--- src/rtl/pulse_proto_pkg.sv ---
// Shared definitions for the pulse-parameter serial protocol:
// control codes, frame length, sender state encoding and checksum.
package pulse_proto_pkg;

  localparam logic [7:0] CONT_SET_DELAY    = 8'd0;
  localparam logic [7:0] CONT_SET_PERIOD   = 8'd1;
  localparam logic [7:0] CONT_SET_PULSE1   = 8'd2;
  localparam logic [7:0] CONT_SET_PULSE2   = 8'd3;
  localparam logic [7:0] CONT_SET_BLOCK    = 8'd4;
  localparam logic [7:0] CONT_SET_CPMG     = 8'd5;
  localparam logic [7:0] CONT_SET_ATT      = 8'd6;
  localparam logic [7:0] CONT_SET_NUTATION = 8'd7;

  localparam int unsigned FRAME_BYTES = 5;

  typedef enum logic [2:0] {
    ST_IDLE,
    ST_LOAD,
    ST_SEND,
    ST_TX_START,
    ST_TX_END,
    ST_GAP,
    ST_WAIT_ACK
  } sender_state_t;

  // Echo checksum covers the four data bytes only, wrapping at 8 bits.
  function automatic logic [7:0] data_checksum(input logic [31:0] d);
    logic [7:0] s;
    s = d[7:0] + d[15:8] + d[23:16] + d[31:24];
    return s;
  endfunction

endpackage

--- src/rtl/pulse_cmd_sender_if.sv ---
// Command, UART byte port and status signals of pulse_cmd_sender.
// master = the sender block, slave = command source / UART side.
interface pulse_cmd_sender_if;
  logic        cmd_valid;
  logic        cmd_ready;
  logic [7:0]  cmd_ctrl;
  logic [31:0] cmd_data;
  logic        transmit;
  logic [7:0]  tx_byte;
  logic        is_transmitting;
  logic        received;
  logic [7:0]  rx_byte;
  logic        recv_error;
  logic        busy;
  logic        done;
  logic        ack_ok;
  logic [7:0]  ack_byte;
  logic        timeout;

  modport master (
    input  cmd_valid, cmd_ctrl, cmd_data, is_transmitting, received, rx_byte, recv_error,
    output cmd_ready, transmit, tx_byte, busy, done, ack_ok, ack_byte, timeout
  );

  modport slave (
    output cmd_valid, cmd_ctrl, cmd_data, is_transmitting, received, rx_byte, recv_error,
    input  cmd_ready, transmit, tx_byte, busy, done, ack_ok, ack_byte, timeout
  );
endinterface

--- src/rtl/pulse_cmd_sender.sv ---
// Serializes a 32-bit parameter plus control code as five UART bytes,
// then waits for the checksum echo and reports match, mismatch or timeout.
module pulse_cmd_sender
  import pulse_proto_pkg::*;
#(
  parameter logic [31:0] TIMEOUT_CYCLES = 32'd2_000_000,
  parameter logic [7:0]  GAP_CYCLES     = 8'd0
) (
  input  logic               clk,
  input  logic               reset,
  pulse_cmd_sender_if.master bus
);

  sender_state_t r_state, w_next;
  logic [31:0] r_data;
  logic [7:0]  r_ctrl;
  logic [7:0]  r_exp_sum;
  logic [2:0]  r_idx;
  logic [7:0]  r_gap_cnt;
  logic [31:0] r_timer;
  logic        r_done;
  logic        r_ack_ok;
  logic [7:0]  r_ack_byte;
  logic        r_timeout;

  logic       w_ready, w_accept, w_active, w_expire, w_echo, w_timeout_hit;
  logic       w_transmit, w_gap_done, w_last_byte;
  logic [7:0] w_cur_byte;

  assign w_ready     = (r_state == ST_IDLE) & ~reset;
  assign w_accept    = bus.cmd_valid & w_ready;
  assign w_active    = (r_state != ST_IDLE) & (r_state != ST_LOAD);
  // Expiry fires on the last counted cycle so done lands exactly TIMEOUT_CYCLES after the first transmit.
  assign w_expire    = w_active & (r_timer == TIMEOUT_CYCLES - 32'd1);
  assign w_echo      = (r_state == ST_WAIT_ACK) & bus.received & ~bus.recv_error;
  assign w_timeout_hit = w_expire & ~w_echo;
  assign w_gap_done  = (r_gap_cnt == GAP_CYCLES);
  assign w_last_byte = (r_idx == 3'(FRAME_BYTES - 1));

  always_comb begin
    w_cur_byte = r_ctrl;
    case (r_idx)
      3'd0:    w_cur_byte = r_data[7:0];
      3'd1:    w_cur_byte = r_data[15:8];
      3'd2:    w_cur_byte = r_data[23:16];
      3'd3:    w_cur_byte = r_data[31:24];
      default: w_cur_byte = r_ctrl;
    endcase
  end

  always_comb begin
    w_next     = r_state;
    w_transmit = 1'b0;
    case (r_state)
      ST_IDLE:     if (w_accept) w_next = ST_LOAD;
      ST_LOAD:     w_next = ST_SEND;
      ST_SEND: begin
        if (w_expire) begin
          w_next = ST_IDLE;
        end else if (!bus.is_transmitting) begin
          w_transmit = 1'b1;
          w_next     = ST_TX_START;
        end
      end
      ST_TX_START: begin
        if (w_expire)                  w_next = ST_IDLE;
        else if (bus.is_transmitting)  w_next = ST_TX_END;
      end
      ST_TX_END: begin
        if (w_expire)                  w_next = ST_IDLE;
        else if (!bus.is_transmitting) w_next = ST_GAP;
      end
      ST_GAP: begin
        if (w_expire)        w_next = ST_IDLE;
        else if (w_gap_done) w_next = w_last_byte ? ST_WAIT_ACK : ST_SEND;
      end
      ST_WAIT_ACK: begin
        if (w_echo || w_expire) w_next = ST_IDLE;
      end
      default: w_next = ST_IDLE;
    endcase
  end

  always_ff @(posedge clk) begin
    if (reset) begin
      r_state    <= ST_IDLE;
      r_data     <= '0;
      r_ctrl     <= '0;
      r_exp_sum  <= '0;
      r_idx      <= '0;
      r_gap_cnt  <= '0;
      r_timer    <= '0;
      r_done     <= 1'b0;
      r_ack_ok   <= 1'b0;
      r_ack_byte <= '0;
      r_timeout  <= 1'b0;
    end else begin
      r_state   <= w_next;
      r_done    <= w_echo | w_timeout_hit;
      r_gap_cnt <= (r_state == ST_GAP) ? r_gap_cnt + 8'd1 : '0;
      if (w_accept) begin
        r_data    <= bus.cmd_data;
        r_ctrl    <= bus.cmd_ctrl;
        r_exp_sum <= data_checksum(bus.cmd_data);
        r_idx     <= '0;
        r_timer   <= '0;
      end else if (w_active) begin
        r_timer <= r_timer + 32'd1;
      end
      if (r_state == ST_GAP && w_gap_done && !w_last_byte && !w_expire)
        r_idx <= r_idx + 3'd1;
      if (w_echo) begin
        r_ack_byte <= bus.rx_byte;
        r_ack_ok   <= (bus.rx_byte == r_exp_sum);
        r_timeout  <= 1'b0;
      end else if (w_timeout_hit) begin
        r_ack_ok  <= 1'b0;
        r_timeout <= 1'b1;
      end
    end
  end

  assign bus.cmd_ready = w_ready;
  assign bus.transmit  = w_transmit;
  assign bus.tx_byte   = w_transmit ? w_cur_byte : '0;
  assign bus.busy      = (r_state != ST_IDLE);
  assign bus.done      = r_done;
  assign bus.ack_ok    = r_ack_ok;
  assign bus.ack_byte  = r_ack_byte;
  assign bus.timeout   = r_timeout;

endmodule

--- src/flat_wrapper.sv ---
// flat-port wrapper written by rule: the top's interface ports become plain ports
module pulse_cmd_sender_flat import pulse_proto_pkg::*;
#(
  parameter logic [31:0] TIMEOUT_CYCLES = 32'd2_000_000,
  parameter logic [7:0]  GAP_CYCLES     = 8'd0
)
  (clk, reset, bus_cmd_valid, bus_cmd_ctrl, bus_cmd_data, bus_is_transmitting, bus_received, bus_rx_byte, bus_recv_error, bus_cmd_ready, bus_transmit, bus_tx_byte, bus_busy, bus_done, bus_ack_ok, bus_ack_byte, bus_timeout);
  pulse_cmd_sender_if bus_i ();
  input  logic clk;
  input  logic reset;
  input wire logic [$bits(bus_i.cmd_valid)-1:0] bus_cmd_valid;
  input wire logic [$bits(bus_i.cmd_ctrl)-1:0] bus_cmd_ctrl;
  input wire logic [$bits(bus_i.cmd_data)-1:0] bus_cmd_data;
  input wire logic [$bits(bus_i.is_transmitting)-1:0] bus_is_transmitting;
  input wire logic [$bits(bus_i.received)-1:0] bus_received;
  input wire logic [$bits(bus_i.rx_byte)-1:0] bus_rx_byte;
  input wire logic [$bits(bus_i.recv_error)-1:0] bus_recv_error;
  output wire logic [$bits(bus_i.cmd_ready)-1:0] bus_cmd_ready;
  output wire logic [$bits(bus_i.transmit)-1:0] bus_transmit;
  output wire logic [$bits(bus_i.tx_byte)-1:0] bus_tx_byte;
  output wire logic [$bits(bus_i.busy)-1:0] bus_busy;
  output wire logic [$bits(bus_i.done)-1:0] bus_done;
  output wire logic [$bits(bus_i.ack_ok)-1:0] bus_ack_ok;
  output wire logic [$bits(bus_i.ack_byte)-1:0] bus_ack_byte;
  output wire logic [$bits(bus_i.timeout)-1:0] bus_timeout;
  assign bus_i.cmd_valid = bus_cmd_valid;
  assign bus_i.cmd_ctrl = bus_cmd_ctrl;
  assign bus_i.cmd_data = bus_cmd_data;
  assign bus_i.is_transmitting = bus_is_transmitting;
  assign bus_i.received = bus_received;
  assign bus_i.rx_byte = bus_rx_byte;
  assign bus_i.recv_error = bus_recv_error;
  assign bus_cmd_ready = bus_i.cmd_ready;
  assign bus_transmit = bus_i.transmit;
  assign bus_tx_byte = bus_i.tx_byte;
  assign bus_busy = bus_i.busy;
  assign bus_done = bus_i.done;
  assign bus_ack_ok = bus_i.ack_ok;
  assign bus_ack_byte = bus_i.ack_byte;
  assign bus_timeout = bus_i.timeout;
  pulse_cmd_sender #(.TIMEOUT_CYCLES(TIMEOUT_CYCLES), .GAP_CYCLES(GAP_CYCLES)) u_core (.clk(clk), .reset(reset), .bus(bus_i));
endmodule
--- config.mk ---
export PLATFORM = sky130hd
export DESIGN_NAME = pulse_cmd_sender_flat
export DESIGN_NICKNAME = d
export VERILOG_FILES = /design/src/rtl/pulse_proto_pkg.sv /design/src/rtl/pulse_cmd_sender_if.sv /design/src/rtl/pulse_cmd_sender.sv /design/src/flat_wrapper.sv
export SDC_FILE = /design/constraint.sdc
export NUM_CORES = 1
export LEC_CHECK = 0
export CORE_MARGIN = 1
export CORE_UTILIZATION = 49
export DETAILED_ROUTE_END_ITERATION = 7
export PLACE_DENSITY = 0.71
export SLEW_MARGIN = 20
export SYNTH_ARGS = -nofsm -noshare
export SYNTH_HDL_FRONTEND = slang
export SYNTH_SLANG_ARGS = --single-unit
--- constraint.sdc ---
create_clock -name clk -period 8.9 [get_ports clk]
set_input_delay 1.78 -clock clk [delete_from_list [all_inputs] [get_ports clk]]
set_output_delay 1.78 -clock clk [all_outputs]
set_load 0.005 [all_outputs]
# ---- After elaboration in Yosys (flattened, before gate mapping)
# Index checks and enable logic that the tools add are counted.
dict set report word_totals {
  ff_bits 105
  out_inout_bits 22
  word_cells 85
}
dict set report op_classes {
  add_sub_neg 6
  eq_ne 19
  n_mux 21
  bitwise_logic 12
  reduce_logical 16
}
# op n
set ops {}
lappend ops {{2-to-1 mux 3 bit} 13}
lappend ops {{adder 32 x 1 -> 32 bit (second input constant)} 1}
lappend ops {{equality test 32 x 21 -> 1 bit (second input constant)} 1}
lappend ops {{one-hot mux 8 bit (4 select lines)} 1}
lappend ops {{adder 8 bit} 3}
lappend ops {{one-hot mux 3 bit (7 select lines)} 1}
lappend ops {{equality test 3 x 2 -> 1 bit (second input constant)} 4}
lappend ops {{equality test 3 bit (second input constant)} 4}
lappend ops {{!= test 3 x 2 -> 1 bit (second input constant)} 3}
lappend ops {{adder 8 x 1 -> 8 bit (second input constant)} 1}
lappend ops {{equality test 8 bit} 1}
lappend ops {{logical NOT 8 bit} 1}
lappend ops {{2-to-1 mux 8 bit} 1}
lappend ops {{AND 1 bit} 7}
lappend ops {{equality test 3 x 1 -> 1 bit (second input constant)} 2}
lappend ops {{logical NOT 3 bit} 2}
lappend ops {{!= test 3 x 1 -> 1 bit (second input constant)} 2}
lappend ops {{AND reduction 6 bit} 1}
lappend ops {{OR reduction 2 bit} 3}
lappend ops {{2-to-1 mux 1 bit} 5}
lappend ops {{inverter 1 bit} 4}
lappend ops {{nonzero test 2 bit} 2}
lappend ops {{adder 3 x 1 -> 3 bit (second input constant)} 1}
lappend ops {{logical AND 1 bit} 3}
lappend ops {{other kinds (6)} 7}

# ---- Logic depth before layout (Yosys ltp)
dict set report depth {
  ltp_word 7
  depth_mapped 12
  mapped_depth_nobuf 12
}

# ---- Worst setup path after synthesis
# Ideal clock, no wire load.
dict set report synth_timing {
  kind {in2reg}
  start {in bus_cmd_data[1]}
  end {reg u_core.r_exp_sum[7]}
  setup_ns 0.131
  arrival_time_ns 4.024
  t_required_ns 8.769
  path_slack_ns 4.745
  path_stages 12
  path_cell_list {inv_1 -> fa_1 -> inv_1 -> fa_1 -> ha_1 -> inv_1 -> fa_1 -> nor2b_1 -> o31a_1 -> o22ai_1 -> xnor2_1 -> o21ai_0}
}
dict set report synth_via {
  elab_chain_cells 3
}
# element line
set synth_lines {}
lappend synth_lines {{from (decl)} flat_wrapper.sv:13} ;# input wire logic [$bits(bus_i.cmd_data)-1:0] bus_cmd_data;
lappend synth_lines {{adder 8 bit (3 in series)} pulse_proto_pkg.sv:29} ;# s = d[7:0] + d[15:8] + d[23:16] + d[31:24];
lappend synth_lines {{to (signal assigned)} pulse_cmd_sender.sv:104} ;# r_exp_sum <= data_checksum(bus.cmd_data);
lappend synth_lines {{to (decl)} pulse_cmd_sender.sv:17} ;# logic [7:0] r_exp_sum;
# Every way passes these cells.
# A chain may end at the register's enable or synchronous reset.

# ---- Final worst setup path
dict set report layout_timing {
  start {in reset}
  end {out bus_cmd_ready}
}
dict set report layout_via {
  elab_chain_cells 2
}
# element line
set layout_lines {}
lappend layout_lines {{from (decl)} flat_wrapper.sv:10} ;# input logic reset;
lappend layout_lines {{inverter 1 bit} pulse_cmd_sender.sv:30} ;# assign w_ready = (r_state == ST_IDLE) & ~reset;
lappend layout_lines {{AND 1 bit} pulse_cmd_sender.sv:30}
lappend layout_lines {{to (decl)} flat_wrapper.sv:18} ;# output wire logic [$bits(bus_i.cmd_ready)-1:0] bus_cmd_ready;
# Every way passes these cells.

==> metrics <==
top cell type's share of synthesized area 39.8%; IO buf count 75; shortest period the worst path allows 5.40 ns; Post-CTS Setup Repair Bufs 0; Slew @ Worst Pin 0.701 ns; DIE AREA 0.0112 mm²; largest net degree at the start of global routing 76; unrepaired setup endpoints after global routing false; Layout area overhead 18.9%; routed vias 4346; Yosys warning total 0; DRT Pass-1 Iters 5; Die X 106 µm; syn avg cell area 8.40 µm²; CP endpoint kind output pin; Mapped Cells 628; Clk pwr share 28.2%; hold_buf cts 0; Ports 76; final clock skew 0.0122 ns; Peak VDD IR 0.0853 mV; Clock Pin Slew Worst Setup and Hold Paths 0.11 ns; CP required 7.12 ns; vias per cell 5.30; fmax 185 MHz; Starting DRT DRC Count 167; Int Power 0.000703 W; final setup TNS 0 ns; DRC 0; Routability Congestion 0.792; die height 106 µm; Leak 2.47 nW; routed len/inst 14.2 µm; post-layout net count 762; worst-path maximum fanout 20; Yosys reg bits 105; first-pass GRT wire length 19900 µm; commonest non-fill, non-tap cells in the layout 105 x dfxtp_1, 75 x clkdlybuf4s50_1, 69 x nor2_1; post-synthesis async set-or-reset flop share 0%; Root Driver clkbuf_8; worst-skew pair later-pin latency 0.38 ns; post-route worst setup slack 3.50 ns; Slew HR 53.1%; cts bufs inserted 9; cell taking the most area after synthesis dfxtp_1; Hold Path Class flip-flop to flip-flop; Fill cells 947; # Max-Cap Violations 0; Place WS 3.52 ns; post-synthesis cell area 0.00528 mm²; core area 0.0104 mm²; setup slack, reg-to-reg 6.35 ns; initial antenna violation count 0; Main synth FF type dfxtp_1; Tot GR Track Use 22.3%; Final HPWL DP 8430 µm; row cnt 37; Yosys cell types 55; Crit Path Category input pin to output pin; sequential area share after synthesis 39.8%; final hold violation count 0; Gate power share 19.4%; remaining antenna violation count 0; number of global-route vias before repair 4302; Sw Ratio 29.8%; Initial Util 50.9%; CTS tree yes; Worst EP arrival 3.62 ns; status finished, final reports clean; drt total wl 11700 µm; CTS sink count 105; synth top area cells dfxtp_1 40%, xor2_1 6.5%, nand3_1 5.6%; grt ovf 0; area of all placed cells without fillers 0.00627 mm²; Period Utilization, post-route 60.6%; register share of total power 52.3%; clock buffer depth 2; Area after DPL 0.00608 mm²; share of layout cells above drive strength 1 5.26%; Final Max Tran Viols 0; H-tree depth 3; most common cell after layout, fill and taps aside dfxtp_1; critical path launch point type input pin; EDFF count, synth 0; ant diodes 0; cts repair resizes 0; P_sw 0.000298 W; Syn Nets 711; final setup vio count 0; PD cells 159 mW/mm²
[final cells by class]
class,instances,area [µm²],area share (%)
Clock buffer,9,124,1.97
Sequential cell,105,2100,33.5
Inverter,42,158,2.51
Timing Repair Buffer,80,788,12.6
Tap cell,136,170,2.71
Multi-Input combinational cell,441,2870,45.7
Clock inverter,7,62.6,0.997
[through the flow]
stage / utilization (%) / power [W] / hold slack [ns] / std cells
final: 60.5 / 0.00100 / 0.460 / 820
after global routing: 60.5 / 0.00106 / 0.489 / 820
after CTS: 60.4 / 0.00101 / 0.462 / 820
after detailed placement: 58.6 / 0.000729 / 0.446 / 804
after global placement: 58.6 / 0.000723 / 0.441 / 804
after floorplan: - / 0.000662 / 0.434 / 628
[synth_stat cells (2+ instances only)]
cell type,count
nand4_1,16
clkbuf_1,20
or3_1,2
nor2_1,70
buf_1,7
nand2_1,67
or4_1,2
mux2i_1,9
o21ai_0,25
nor3_1,7
fa_1,14
and4_1,5
buf_2,13
ha_1,15
nand4b_1,2
and3_1,8
nand3_1,59
nor4_1,8
nor4b_1,3
a22oi_1,16
o211ai_1,2
xor2_1,39
a21o_1,2
a31oi_1,2
o221a_2,2
a21oi_1,23
a211oi_1,2
inv_1,42
and2_1,3
xnor2_1,14
dfxtp_1,105
[worst paths after layout]
path                                                  endpoint  depth (start not counted)                      startpoint
worst min-delay path            u_core.r_data[29]$_SDFFE_PP0P_                          2  u_core.r_data[29]$_SDFFE_PP0P_
worst max-delay path                             bus_cmd_ready                          3                           reset
worst min register to register  u_core.r_data[29]$_SDFFE_PP0P_                          2  u_core.r_data[29]$_SDFFE_PP0P_
worst max register to register    u_core.r_idx[2]$_SDFFE_PP0P_                          5  u_core.r_state[2]$_SDFFE_PP0P_
[cells by family (layout without fill, tap and decap cells)]
| family | Yosys count | count (layout) | synth area share [%] |
|---|---|---|---|
| buffers and inverters | 82 | 138 | 6.14 |
| flip-flops | 105 | 105 | 39.8 |
| XOR/XNOR | 53 | 53 | 8.80 |
| AO/OA/AOI/OAI | 84 | 84 | 9.98 |
| AND/OR/NAND/NOR | 266 | 266 | 24.7 |
| multiplexers | 9 | 9 | 1.71 |
| adder cells (fa/ha/maj) | 29 | 29 | 8.87 |
[metal layers]
layer | vias to the layer above | GRT usage, % | routed length [µm] | share of wire [%]
li1 | 2226 | - | - | -
met1 | 2035 | 28.0 | 5240 | 45
met2 | 73 | 38.2 | 5850 | 50
met3 | 12 | 4.58 | 389 | 3.3
met4 | 0 | 6.55 | 176 | 1.5
met5 | - | 0 | 0 | 0
[power groups by stage]
stage | clock network, W | logic, W | registers (W)
after floorplan | 0 | 0.000138 | 0.000524
after global placement | 0 | 0.000191 | 0.000532
after detailed placement | 0 | 0.000195 | 0.000533
after CTS | 0.000291 | 0.000197 | 0.000523
after global routing | 0.000309 | 0.000223 | 0.000528
final | 0.000282 | 0.000194 | 0.000523
[state kept, by name (all words and copies together), names as in the netlist]
register / cells
u_core.r_timer: 32
u_core.r_state: 3
u_core.r_exp_sum: 8
u_core.r_ctrl: 8
u_core.bus.done: 1
u_core.r_data: 32
u_core.r_idx: 3
u_core.bus.ack_byte: 8
u_core.bus.ack_ok: 1
u_core.bus.timeout: 1
u_core.r_gap_cnt: 8
[critical path: stages]
cell and delay, ns:
clkdlybuf4s50_1 0.77, nor4_1 0.48, clkdlybuf4s50_1 0.59
Note: power is estimated with default switching activity, not from simulation.
